`config.mk`:
```
export PLATFORM = sky130hd
export DESIGN_NAME = ps2_key_tracker
export DESIGN_NICKNAME = d
export VERILOG_FILES = /design/src/rtl/ps2_key_tracker.sv
export SDC_FILE = /design/constraint.sdc
export NUM_CORES = 1
export LEC_CHECK = 0
export CORE_MARGIN = 1
export CORE_UTILIZATION = 30
export DETAILED_ROUTE_END_ITERATION = 8
export SYNTH_ARGS = -nofsm -noshare
export SYNTH_HDL_FRONTEND = slang
export SYNTH_SLANG_ARGS = --single-unit
```
`constraint.sdc`:
```
create_clock -name i_clk -period 4.4 [get_ports i_clk]
set_clock_uncertainty 0.15 [all_clocks]
set_input_delay 1.32 -clock i_clk [delete_from_list [all_inputs] [get_ports i_clk]]
set_output_delay 1.32 -clock i_clk [all_outputs]
set_load 0.01 [all_outputs]
```
`src/rtl/ps2_key_tracker.sv`:
```
// PS/2 scan-code tracker: strips F0/E0 prefixes, tracks Shift/Caps Lock and
// emits {shift_eff, make_code} with a one-cycle valid pulse per printable make code.
module ps2_key_tracker #(
    parameter int unsigned TIMEOUT_CYCLES = 1_000_000,
    parameter bit          CAPS_EN        = 1'b1
) (
    input  logic       i_clk,
    input  logic       i_reset_n,
    input  logic       i_rx_done_tick,
    input  logic [7:0] i_rx_data,
    output logic [8:0] o_key_code,
    output logic       o_key_valid,
    output logic       o_shift,
    output logic       o_caps_lock
);

    localparam int unsigned CntW = (TIMEOUT_CYCLES > 1) ? $clog2(TIMEOUT_CYCLES) : 1;
    localparam logic [CntW-1:0] CntMax = CntW'(TIMEOUT_CYCLES - 1);

    typedef enum logic [1:0] {StIdle, StBrk, StExt, StExtBrk} state_e;

    state_e          state_q, state_d;
    logic [CntW-1:0] cnt_q, cnt_d;
    logic            lshift_q, lshift_d;
    logic            rshift_q, rshift_d;
    logic            caps_q, caps_d;
    logic            caps_held_q, caps_held_d;
    logic            shift_q;
    logic [8:0]      key_code_q, key_code_d;
    logic            key_valid_q, key_valid_d;
    logic            shift_eff;
    logic            expired;

    function automatic logic is_letter(input logic [7:0] b);
        case (b)
            8'h1C, 8'h32, 8'h21, 8'h23, 8'h24, 8'h2B, 8'h34, 8'h33, 8'h43,
            8'h3B, 8'h42, 8'h4B, 8'h3A, 8'h31, 8'h44, 8'h4D, 8'h15, 8'h2D,
            8'h1B, 8'h2C, 8'h3C, 8'h2A, 8'h1D, 8'h22, 8'h35, 8'h1A: is_letter = 1'b1;
            default: is_letter = 1'b0;
        endcase
    endfunction

    // Stale prefix is abandoned only when no byte arrives in the expiry cycle.
    assign expired = (state_q != StIdle) && (cnt_q == CntMax) && !i_rx_done_tick;

    always_ff @(posedge i_clk or negedge i_reset_n) begin
        if (!i_reset_n) begin
            state_q <= StIdle;
        end else begin
            state_q <= state_d;
        end
    end

    always_comb begin
        state_d = state_q;
        if (i_rx_done_tick) begin
            case (state_q)
                StIdle: begin
                    if (i_rx_data == 8'hF0)      state_d = StBrk;
                    else if (i_rx_data == 8'hE0) state_d = StExt;
                end
                StBrk: begin
                    if (i_rx_data == 8'hF0)      state_d = StBrk;
                    else if (i_rx_data == 8'hE0) state_d = StExtBrk;
                    else                         state_d = StIdle;
                end
                StExt: begin
                    if (i_rx_data == 8'hF0)      state_d = StExtBrk;
                    else if (i_rx_data == 8'hE0) state_d = StExt;
                    else                         state_d = StIdle;
                end
                default: begin
                    if (i_rx_data != 8'hF0 && i_rx_data != 8'hE0) state_d = StIdle;
                end
            endcase
        end else if (expired) begin
            state_d = StIdle;
        end
    end

    assign shift_eff = is_letter(i_rx_data) ? ((lshift_q | rshift_q) ^ caps_q)
                                            : (lshift_q | rshift_q);

    always_comb begin
        lshift_d    = lshift_q;
        rshift_d    = rshift_q;
        caps_d      = caps_q;
        caps_held_d = caps_held_q;
        key_code_d  = key_code_q;
        key_valid_d = 1'b0;
        if (i_rx_done_tick || state_q == StIdle || expired) begin
            cnt_d = '0;
        end else begin
            cnt_d = cnt_q + 1'b1;
        end
        if (i_rx_done_tick) begin
            case (state_q)
                StIdle: begin
                    case (i_rx_data)
                        8'hF0, 8'hE0, 8'hFA, 8'hAA, 8'hFE, 8'hEE, 8'h00, 8'hFF: ;
                        8'h12: lshift_d = 1'b1;
                        8'h59: rshift_d = 1'b1;
                        8'h58: begin
                            if (CAPS_EN && !caps_held_q) begin
                                caps_d      = ~caps_q;
                                caps_held_d = 1'b1;
                            end
                        end
                        default: begin
                            key_valid_d = 1'b1;
                            key_code_d  = {shift_eff, i_rx_data};
                        end
                    endcase
                end
                StBrk: begin
                    case (i_rx_data)
                        8'h12:   lshift_d    = 1'b0;
                        8'h59:   rshift_d    = 1'b0;
                        8'h58:   caps_held_d = 1'b0;
                        default: ;
                    endcase
                end
                default: ;
            endcase
        end
    end

    always_ff @(posedge i_clk or negedge i_reset_n) begin
        if (!i_reset_n) begin
            cnt_q       <= '0;
            lshift_q    <= 1'b0;
            rshift_q    <= 1'b0;
            caps_q      <= 1'b0;
            caps_held_q <= 1'b0;
            shift_q     <= 1'b0;
            key_code_q  <= 9'h000;
            key_valid_q <= 1'b0;
        end else begin
            cnt_q       <= cnt_d;
            lshift_q    <= lshift_d;
            rshift_q    <= rshift_d;
            caps_q      <= caps_d;
            caps_held_q <= caps_held_d;
            shift_q     <= lshift_d | rshift_d;
            key_code_q  <= key_code_d;
            key_valid_q <= key_valid_d;
        end
    end

    assign o_key_code  = key_code_q;
    assign o_key_valid = key_valid_q;
    assign o_shift     = shift_q;
    assign o_caps_lock = caps_q;

endmodule

```
==> metrics.yaml, run 1 <==
outcome: "finished, final reports clean"
placeableCoreArea_um2: 6060
hold_buffers: 0
max_slew.worst_pin.slew_ns: 0.830
synth_top_area_frac: 0.477
clock_insertion_delay_worst_skew_ns: 0.29
routed-via-count: 1416
power.clock.fraction: 0.381
required_ns: 4.43
post_synth.cell_area_avg_um2: 10.2
num_antenna_cells: 0
multi_input_area_um2: 937
register_area_um2: 926
initial_utilization: 0.320
synth_edf_count: 0
power_per_cell_area_nw_per_um2: 343
fin_hold_ws_ns: 0.339
post-cts-setup-buffer-count: 0
grt_remaining_overflow: 0
grt_antenna_before_repair: 0
syn_nets: 202
switchingPower_mw: 0.183
critical-path-max-stage-delay_ns: 0.70
crit_slowest_cell: "clkdlybuf4s50_1"
placement.io_buffers: 22
syn_inst: 190
hold_violations: 0
boundaryPins: 23
leakage_nw: 0.956
grt_use_total: 0.129
synth_seq_cells: 37
p_sw_frac: 0.230
critical-path-top-delay-family: "buffers and inverters"
power.ir.vdd_worst_mv: 0.296
startpoint_type: "primary input"
timing.critical_path.to_type: "flip-flop"
worstSetupPathType: "in2reg"
syn_area_um2: 1940
finalCriticalPeriod_ns: 3.34
fmax_ghz: 0.300
post-route-period-util: 0.758
yosysSeqAreaShare: 0.477
layout-drive-gt1-share: 0.127
design.die.area_um2: 6790
first_global_vias: 1340
area_delta_synth_final_pct: 19.7
drv.max_cap_violation_count: 0
finalWeightedCongestion: 0.746
min-delay-path-class: "reg2reg"
dp_hpwl_um: 2740
final_routed_wirelength_across_all_metal_layers_um: 3880
cts-buffers-inserted: 5
library_cell_with_the_largest_summed_area_after_synthesis: "dfrtp_1"
slew_viol_final: 0
cts_tree: "done"
max_slew_margin: 0.447
final_net_count: 224
post_cts.resized_instances: 0
power.combinational.fraction: 0.152
post_drt_wl_per_cell_um: 13.5
drc_errors_left: 0
crit_path_max_fanout: 11
synth.distinct_cells: 46
drt_first_iter_violations: 44
place_area_um2: 2210
detail_route.vias_per_cell: 4.92
asyncSetResetFlopFracSynth: 1.00
finalSetupTns_ns: 0
arrival_ns: 3.37
synth_flop_cell: "dfrtp_1"
timing.critical_path.buf_inv: 1
pin_count_of_the_biggest_net_entering_global_routing: 38
synth.top_cells.by_area: "dfrtp_1 48%, nor2_1 6.4%, mux2_4 6.2%, xnor2_1 5.0%, xor2_1 4.1%"
series_of_cell_instances_along_the_critical_path: "clkdlybuf4s50_1, and4b_1, a221oi_1, a211oi_2, nor2_4, mux2_4"
rsz_0062_raised_after_global_routing: "no"
clk_path_buf_depth: 2
drtPass1Iterations: 4
dieHeight_um: 82.4
wire_length_of_the_first_global_routing_pass_um: 6440
fin_area_um2: 2320
highest_count_cells_in_the_layout_ignoring_fill_and_taps: "37 x dfrtp_1, 33 x nor2_1, 21 x clkdlybuf4s50_1"
fillCellCount: 612
drt.antenna.violating_nets: 0
cts_num_sinks: 37
htree_levels: 2
floorplan.die.width_um: 82.4
p_int_mw: 0.613
clockRootBuffer: "clkbuf_8"
seqPwrFrac: 0.467
ys_warn_count: 0
clk_transition_reported_paths_ns: 0.07
report.final.setup_viol: 0
layout_commonest_cell: "dfrtp_1"
num_rows: 28
cells in the mapped netlist (2+ instances only):
library cell  instances
nand2_1               6
or3_1                 2
and3_1                6
buf_4                 2
inv_1                 7
a21oi_1               4
nand4b_1              2
nand3_1              10
mux2_2                2
nor2_1               33
buf_2                 4
xor2_1                9
dfrtp_1              37
nand4_1               6
nor4_1                3
mux2_4                8
xnor2_1              11
o21ai_0               5
nor2b_1               2
nor3_1                5
flip-flops by register name, indices dropped and copies added (netlist names):
name / cells
cnt_q: 20
o_key_code: 9
state_q: 2
caps_held_q: 1
lshift_q: 1
o_caps_lock: 1
o_key_valid: 1
o_shift: 1
rshift_q: 1
cells by family after synthesis:
kind of cell    count (synthesis)  share of synthesized area
xor+xnor                       20                     0.0903
buf+inv                        15                     0.0394
flops                          37                      0.477
mux                            10                     0.0736
fa+ha+maj                       1                    0.00645
compound gates                 19                     0.0665
simple gates                   88                      0.246
worst reg2reg max path, delay by kind of cell (launching register included):
| family | cells | cell delay [ns] |
|---|---|---|
| flip-flops | 1 | 0.40 |
| AO/OA/AOI/OAI | 2 | 0.33 |
| buffers and inverters | 1 | 0.26 |
| AND/OR/NAND/NOR | 3 | 0.81 |
per-layer routing:
metal	part of all wire	track usage	up-vias
met2	0.45	0.206	25
met5	0	0	-
li1	-	-	702
met1	0.50	0.166	684
met3	0.044	0.0374	5
met4	0.011	0.0474	0
per-stage QoR:
step / util / worst slack [ns] / std cells / total power [mW]
after floorplan: - / 1.53 / 190 / 0.440
after global routing: 0.383 / 1.01 / 288 / 0.837
after detailed placement: 0.364 / 0.792 / 280 / 0.501
after CTS: 0.383 / 1.09 / 288 / 0.809
after global placement: 0.364 / 0.808 / 280 / 0.501
final: 0.383 / 1.06 / 288 / 0.796
area by class of cell:
cell class	instances	share of cell area
clock buffer	7	0.0372
clock inverter	1	0.0129
inverter	7	0.0113
multi-input combinational	138	0.404
sequential	37	0.399
tap	75	0.0404
timing repair buffer	23	0.0959
worst paths after layout:
check,endpoint,slack [ns],startpoint,depth (start not counted)
worst min register to register,caps_held_q,0.34,caps_held_q,2
worst max register to register,cnt_q[12],2.34,cnt_q[15],6
worst min-delay path,caps_held_q,0.34,caps_held_q,2
worst max-delay path,o_key_code[2],1.06,i_rx_data[0],6
min in group asynchronous,o_key_code[4],0.97,i_reset_n,1
max in group asynchronous,cnt_q[19],2.59,i_reset_n,1
power groups by stage:
| stage | clock [mW] | sequential, mW | combinational [mW] |
|---|---|---|---|
| 3_5_place_dp | 0 | 0.379 | 0.122 |
| 6_report | 0.303 | 0.372 | 0.121 |
| 4_1_cts | 0.314 | 0.372 | 0.123 |
| 3_3_place_gp | 0 | 0.379 | 0.122 |
| 5_1_grt | 0.330 | 0.374 | 0.133 |
| 2_1_floorplan | 0 | 0.385 | 0.0555 |
Note: power is estimated with default switching activity, not from simulation.
==> inputs of run 2 (changes only) <==
==> constraint.sdc (replaced) <==
create_clock -name i_clk -period 3.1 [get_ports i_clk]
set_clock_uncertainty 0.15 [all_clocks]
set_input_delay 0.93 -clock i_clk [delete_from_list [all_inputs] [get_ports i_clk]]
set_output_delay 0.93 -clock i_clk [all_outputs]
set_load 0.01 [all_outputs]
==> run 2 against run 1 <==
- sequential share of layout area fell by 1.3 points
- critical path type unchanged
- largest power group unchanged
- global-route usage grew 0.33 points
- critical endpoint is now o_key_code[3]
- sequential power increased by 42%
==> metrics.yaml, run 2 (synthesized netlist as in run 1, its figures left out) <==
fin_area_um2: 2400  # +3.4%
power.ir.vdd_worst_mv: 0.245  # -17%
layout_commonest_cell: "dfrtp_1"
boundaryPins: 23  # unchanged
register_area_um2: 926  # unchanged
required_ns: 3.13  # -1.30 ns
first_global_vias: 1483  # +11%
timing.reg2reg.worst_path_depth: 6  # unchanged
highest_count_cells_in_the_layout_ignoring_fill_and_taps: "37 x dfrtp_1, 33 x nor2_1, 21 x clkdlybuf4s50_1"
wire_length_of_the_first_global_routing_pass_um: 6670  # +3.4%
dp_hpwl_um: 2800  # +2.1%
critical-path-max-stage-delay_ns: 0.52  # -0.18 ns
crit_path_max_fanout: 10  # -1
cts_tree: "done"
htree_levels: 2  # unchanged
arrival_ns: 2.83  # -0.54 ns
num_antenna_cells: 0  # unchanged
leakage_nw: 1.00  # +5.0%
floorplan.die.width_um: 82.4  # unchanged
timing.hold.worst_path_depth: 2  # unchanged
timing.critical_path.to_type: "flip-flop"
worstSetupPathType: "in2reg"
slew_viol_final: 0  # unchanged
finalSetupTns_ns: 0  # unchanged
outcome: "finished, final reports clean"
power.combinational.fraction: 0.158  # +0.006
switchingPower_mw: 0.268  # +46%
post-route-period-util: 0.905
drv.max_cap_violation_count: 0  # unchanged
drt.antenna.violating_nets: 0  # unchanged
fillCellCount: 603  # -1.5%
cts_num_sinks: 37  # unchanged
area_delta_synth_final_pct: 23.8
crit_slowest_cell: "clkdlybuf4s50_1"
grt_use_total: 0.133  # +0.00330
num_rows: 28  # unchanged
grt_antenna_before_repair: 0  # unchanged
seqPwrFrac: 0.461  # -0.006
cts-buffers-inserted: 5  # unchanged
finalWeightedCongestion: 0.759  # +1.6%
clock_insertion_delay_worst_skew_ns: 0.29  # about the same
dieHeight_um: 82.4  # unchanged
max_slew.worst_pin.slew_ns: 0.823  # -0.00680 ns
placeableCoreArea_um2: 6060  # unchanged
startpoint_type: "primary input"
initial_utilization: 0.320  # unchanged
detail_route.vias_per_cell: 4.88  # -0.69%
place_area_um2: 2280  # +3.4%
clk_path_buf_depth: 2  # unchanged
number_of_flip_flops_in_the_largest_register: 20  # unchanged
largest_register: "cnt_q"
p_int_mw: 0.876  # +43%
power_per_cell_area_nw_per_um2: 477  # +39%
clockRootBuffer: "clkbuf_8"
layout-drive-gt1-share: 0.170  # +0.0436
timing.critical_path.depth: 7  # +1
rsz_0062_raised_after_global_routing: "no"
min-delay-path-class: "reg2reg"
drtPass1Iterations: 4  # unchanged
placement.io_buffers: 22  # unchanged
hold_violations: 0  # unchanged
report.final.setup_viol: 0  # unchanged
drt_first_iter_violations: 62  # +41%
pin_count_of_the_biggest_net_entering_global_routing: 38  # unchanged
critical-path-top-delay-family: "buffers and inverters"
totalPowerFinal_mw: 1.14  # +44%
fin_hold_ws_ns: 0.335  # -0.00387 ns
design.die.area_um2: 6790  # unchanged
final_routed_wirelength_across_all_metal_layers_um: 3930  # +1.3%
fmax_ghz: 0.356
routed-via-count: 1455  # +2.8%
clk_transition_reported_paths_ns: 0.08  # about the same
series_of_cell_instances_along_the_critical_path: "clkdlybuf4s50_1, buf_4, nor4_1, o21ai_0, a211oi_2, nor2_4, mux2_4"
timing.critical_path.buf_inv: 2  # +1
drc_errors_left: 0  # unchanged
post_drt_wl_per_cell_um: 13.2  # -2.1%
grt_remaining_overflow: 0  # unchanged
hold_buffers: 0  # unchanged
multi_input_area_um2: 937  # unchanged
p_sw_frac: 0.234  # +0.00384
power.clock.fraction: 0.380  # about the same
post-cts-setup-buffer-count: 0  # unchanged
max_slew_margin: 0.451  # +0.00453
final_net_count: 234  # +4.5%
finalCriticalPeriod_ns: 2.81
post_cts.resized_instances: 0  # unchanged
-- run 2: cell count changes in the layout (fill, tap and decap cells not counted) --
cell,delta
buf_4,+10
clkbuf_1,-1
clkinvlp_4,+1
-- run 2: worst reg2reg max path: cells and delay by family (launching register included) --
kind / cells / cell delay [ns]
buffers and inverters: 1 / 0.25
flip-flops: 1 / 0.40
AO/OA/AOI/OAI: 2 / 0.31
AND/OR/NAND/NOR: 3 / 0.80
-- run 2: metrics by stage --
| step | setup WS (ns) | instances | utilization |
|---|---|---|---|
| CTS | 0.314 | 298 | 0.396 |
| global route | 0.228 | 298 | 0.396 |
| global placement | 0.0314 | 290 | 0.376 |
| floorplan | 0.616 | 190 | - |
| finish | 0.294 | 298 | 0.396 |
| detailed placement | 0.0101 | 290 | 0.376 |
-- run 2: final timing paths --
path / from / endpoint / slack, ns
worst max register to register: cnt_q[15] / cnt_q[14] / 1.05
max in group asynchronous: i_reset_n / cnt_q[3] / 1.69
min in group asynchronous: i_reset_n / o_key_code[6] / 0.58
worst min-delay path: caps_held_q / caps_held_q / 0.33
worst max-delay path: i_rx_data[5] / o_key_code[3] / 0.29
worst min register to register: caps_held_q / caps_held_q / 0.33
-- run 2: cell type report --
| type | count | share of cell area |
|---|---|---|
| Clock buffer | 6 | 0.0344 |
| Clock inverter | 2 | 0.0156 |
| Inverter | 7 | 0.0109 |
| Multi-Input combinational cell | 138 | 0.390 |
| Sequential cell | 37 | 0.386 |
| Tap cell | 75 | 0.0391 |
| Timing Repair Buffer | 33 | 0.124 |
-- run 2: per-layer routing --
metal | share of wire | routed length, um | GRT usage
met3 | 0.042 | 165 | 0.0341
met2 | 0.46 | 1800 | 0.218
met4 | 0.0038 | 15 | 0.0526
met5 | 0 | 0 | 0
met1 | 0.49 | 1950 | 0.165
-- run 2: power groups by stage --
stage | Combinational, mW | Clock, mW | Sequential (mW)
2_1_floorplan | 0.0788 | 0 | 0.546
3_3_place_gp | 0.182 | 0 | 0.538
3_5_place_dp | 0.183 | 0 | 0.538
4_1_cts | 0.184 | 0.452 | 0.529
5_1_grt | 0.198 | 0.474 | 0.532
6_report | 0.181 | 0.435 | 0.528
==> inputs of run 3 (changes only) <==
--- a/config.mk
+++ b/config.mk
@@ -5,9 +5,12 @@
 export SDC_FILE = /design/constraint.sdc
 export NUM_CORES = 1
 export LEC_CHECK = 0
+export CELL_PAD_IN_SITES_DETAIL_PLACEMENT = 2
+export CELL_PAD_IN_SITES_GLOBAL_PLACEMENT = 2
 export CORE_MARGIN = 1
-export CORE_UTILIZATION = 30
+export CORE_UTILIZATION = 35
 export DETAILED_ROUTE_END_ITERATION = 8
+export PLACE_DENSITY_LB_ADDON = 0.1
 export SYNTH_ARGS = -nofsm -noshare
 export SYNTH_HDL_FRONTEND = slang
 export SYNTH_SLANG_ARGS = --single-unit
==> run 3 against run 2 <==
- first-iteration DRC count rose by 15%
- setup slack got worse by 0.046 ns
- core utilization increased by 5.8 points
- global-route usage grew 5.8 points
- register-to-register slack got worse by 0.07 ns
- worst hold slack improved by 0.012 ns
- sequential power hardly changed
- clock power shrank 5.1%
- sequential share of layout area grew 0.34 points
- via count is 2.8% higher
- non-clock buffer count fell by 2
==> metrics.yaml, run 3 (synthesized netlist as in run 1, its figures left out) <==
report.final.setup_viol: 0  # unchanged
clock_insertion_delay_worst_skew_ns: 0.28  # about the same
p_sw_frac: 0.240  # +0.00625
detail_route.vias_per_cell: 5.14  # +5.3%
grt_remaining_overflow: 0  # unchanged
finalCriticalPeriod_ns: 2.85  # +0.0459 ns
post_drt_wl_per_cell_um: 17.0  # +29%
clk_path_buf_depth: 2  # unchanged
routed-via-count: 1496  # +2.8%
p_int_mw: 0.855  # -2.5%
clockRootBuffer: "clkbuf_8"
place_worst_setup_slack_ns: -0.0454  # -0.0556 ns
floorplan.die.width_um: 76.4  # -7.2%
final_net_count: 232  # -0.85%
switchingPower_mw: 0.270  # +0.94%
finalWeightedCongestion: 0.807  # +6.4%
crit_path_max_fanout: 10  # unchanged
first_global_vias: 1731  # +17%
pin_count_of_the_biggest_net_entering_global_routing: 38  # unchanged
power_per_cell_area_nw_per_um2: 473  # -0.81%
grt_use_total: 0.190  # +0.0578
fmax_ghz: 0.351  # -1.6%
startpoint_type: "primary input"
fillCellCount: 556  # -7.8%
fin_area_um2: 2380  # -0.89%
slew_viol_final: 0  # unchanged
drt_first_iter_violations: 71  # +15%
drv.max_cap_violation_count: 0  # unchanged
setup_slack_ns: 0.248  # -0.0459 ns
worstSetupPathType: "in2reg"
post-cts-setup-buffer-count: 0  # unchanged
min-delay-path-class: "reg2reg"
cts_num_sinks: 37  # unchanged
post_cts.resized_instances: 0  # unchanged
max_slew_margin: 0.622  # +0.171
design.die.area_um2: 5840  # -14%
hold_violations: 0  # unchanged
boundaryPins: 23  # unchanged
cts_tree: "done"
fin_hold_ws_ns: 0.347  # +0.0124 ns
initial_utilization: 0.370  # +0.0503
num_antenna_cells: 0  # unchanged
drc_errors_left: 0  # unchanged
hold_buffers: 0  # unchanged
max_slew.worst_pin.slew_ns: 0.562  # -0.261 ns
required_ns: 3.12  # about the same
area_delta_synth_final_pct: 22.7
htree_levels: 2  # unchanged
dp_hpwl_um: 3800  # +36%
layout_commonest_cell: "dfrtp_1"
drt.antenna.violating_nets: 0  # unchanged
clk_transition_reported_paths_ns: 0.08  # about the same
final_routed_wirelength_across_all_metal_layers_um: 4940  # +26%
leakage_nw: 0.992  # -1.3%
number_of_flip_flops_in_the_largest_register: 20  # unchanged
placement.io_buffers: 22  # unchanged
cts-buffers-inserted: 5  # unchanged
seqPwrFrac: 0.470  # +0.009
wire_length_of_the_first_global_routing_pass_um: 8760  # +31%
drtPass1Iterations: 4  # unchanged
timing.critical_path.to_type: "flip-flop"
dieHeight_um: 76.4  # -7.2%
power.combinational.fraction: 0.163  # +0.005
rsz_0062_raised_after_global_routing: "no"
post-route-period-util: 0.920  # +0.0148
placeableCoreArea_um2: 5240  # -14%
highest_count_cells_in_the_layout_ignoring_fill_and_taps: "37 x dfrtp_1, 33 x nor2_1, 22 x clkdlybuf4s50_1"
arrival_ns: 2.87  # +0.04 ns
layout-drive-gt1-share: 0.158  # -0.0120
place_area_um2: 2260  # -0.71%
largest_register: "cnt_q"
outcome: "finished, final reports clean"
power.ir.vdd_worst_mv: 0.181  # -26%
power.clock.fraction: 0.367  # -0.013
grt_antenna_before_repair: 0  # unchanged
num_rows: 26  # -7.1%
==> run 3: final cells by class <==
class | instances | area [um2] | area share
flip-flops and latches | 37 | 926 | 0.389
inverters | 7 | 26.3 | 0.0110
multi-input cells | 138 | 937 | 0.394
well taps | 70 | 87.6 | 0.0368
clock buffers | 5 | 68.8 | 0.0289
clock inverters | 3 | 46.3 | 0.0195
repair buffers | 31 | 288 | 0.121
==> run 3: path summary, 6_finish.rpt <==
check                      slack, ns          from            end  depth (start not counted)
max in group asynchronous       1.55     i_reset_n    o_caps_lock                          2
min reg2reg                     0.35      cnt_q[0]       cnt_q[0]                          1
min in group asynchronous       0.92     i_reset_n  o_key_code[6]                          2
max                             0.25  i_rx_data[6]  o_key_code[7]                          6
max reg2reg                     0.98      cnt_q[0]       cnt_q[2]                          7
min                             0.35      cnt_q[0]       cnt_q[0]                          1
==> run 3: critical path: stages <==
cell             delay, ns
clkdlybuf4s50_1       0.56
and3_2                0.31
o21ai_0               0.24
a211oi_2              0.15
nor2_4                0.35
mux2_4                0.34
==> run 3: layer usage <==
layer  GRT usage  vias up  part of all wire
li1            -      720                 -
met1       0.260      754              0.49
met2       0.307       20              0.48
met3      0.0479        2             0.026
met4      0.0346        0            0.0038
met5           0        -                 0
==> run 3: metrics by stage <==
stage	setup TNS (ns)	cells	total power [mW]	utilization
final	0	291	1.12	0.454
after global routing	0	291	1.18	0.454
after CTS	0	291	1.15	0.454
after detailed placement	-0.294	283	0.726	0.432
after global placement	0	283	0.716	0.432
after floorplan	0	190	0.625	-
==> run 3: power groups by stage <==
stage / registers [mW] / clock network (mW) / logic (mW)
2_1_floorplan: 0.546 / 0 / 0.0788
3_5_place_dp: 0.540 / 0 / 0.186
6_report: 0.529 / 0.413 / 0.183
4_1_cts: 0.530 / 0.431 / 0.186
3_3_place_gp: 0.537 / 0 / 0.178
5_1_grt: 0.533 / 0.447 / 0.198
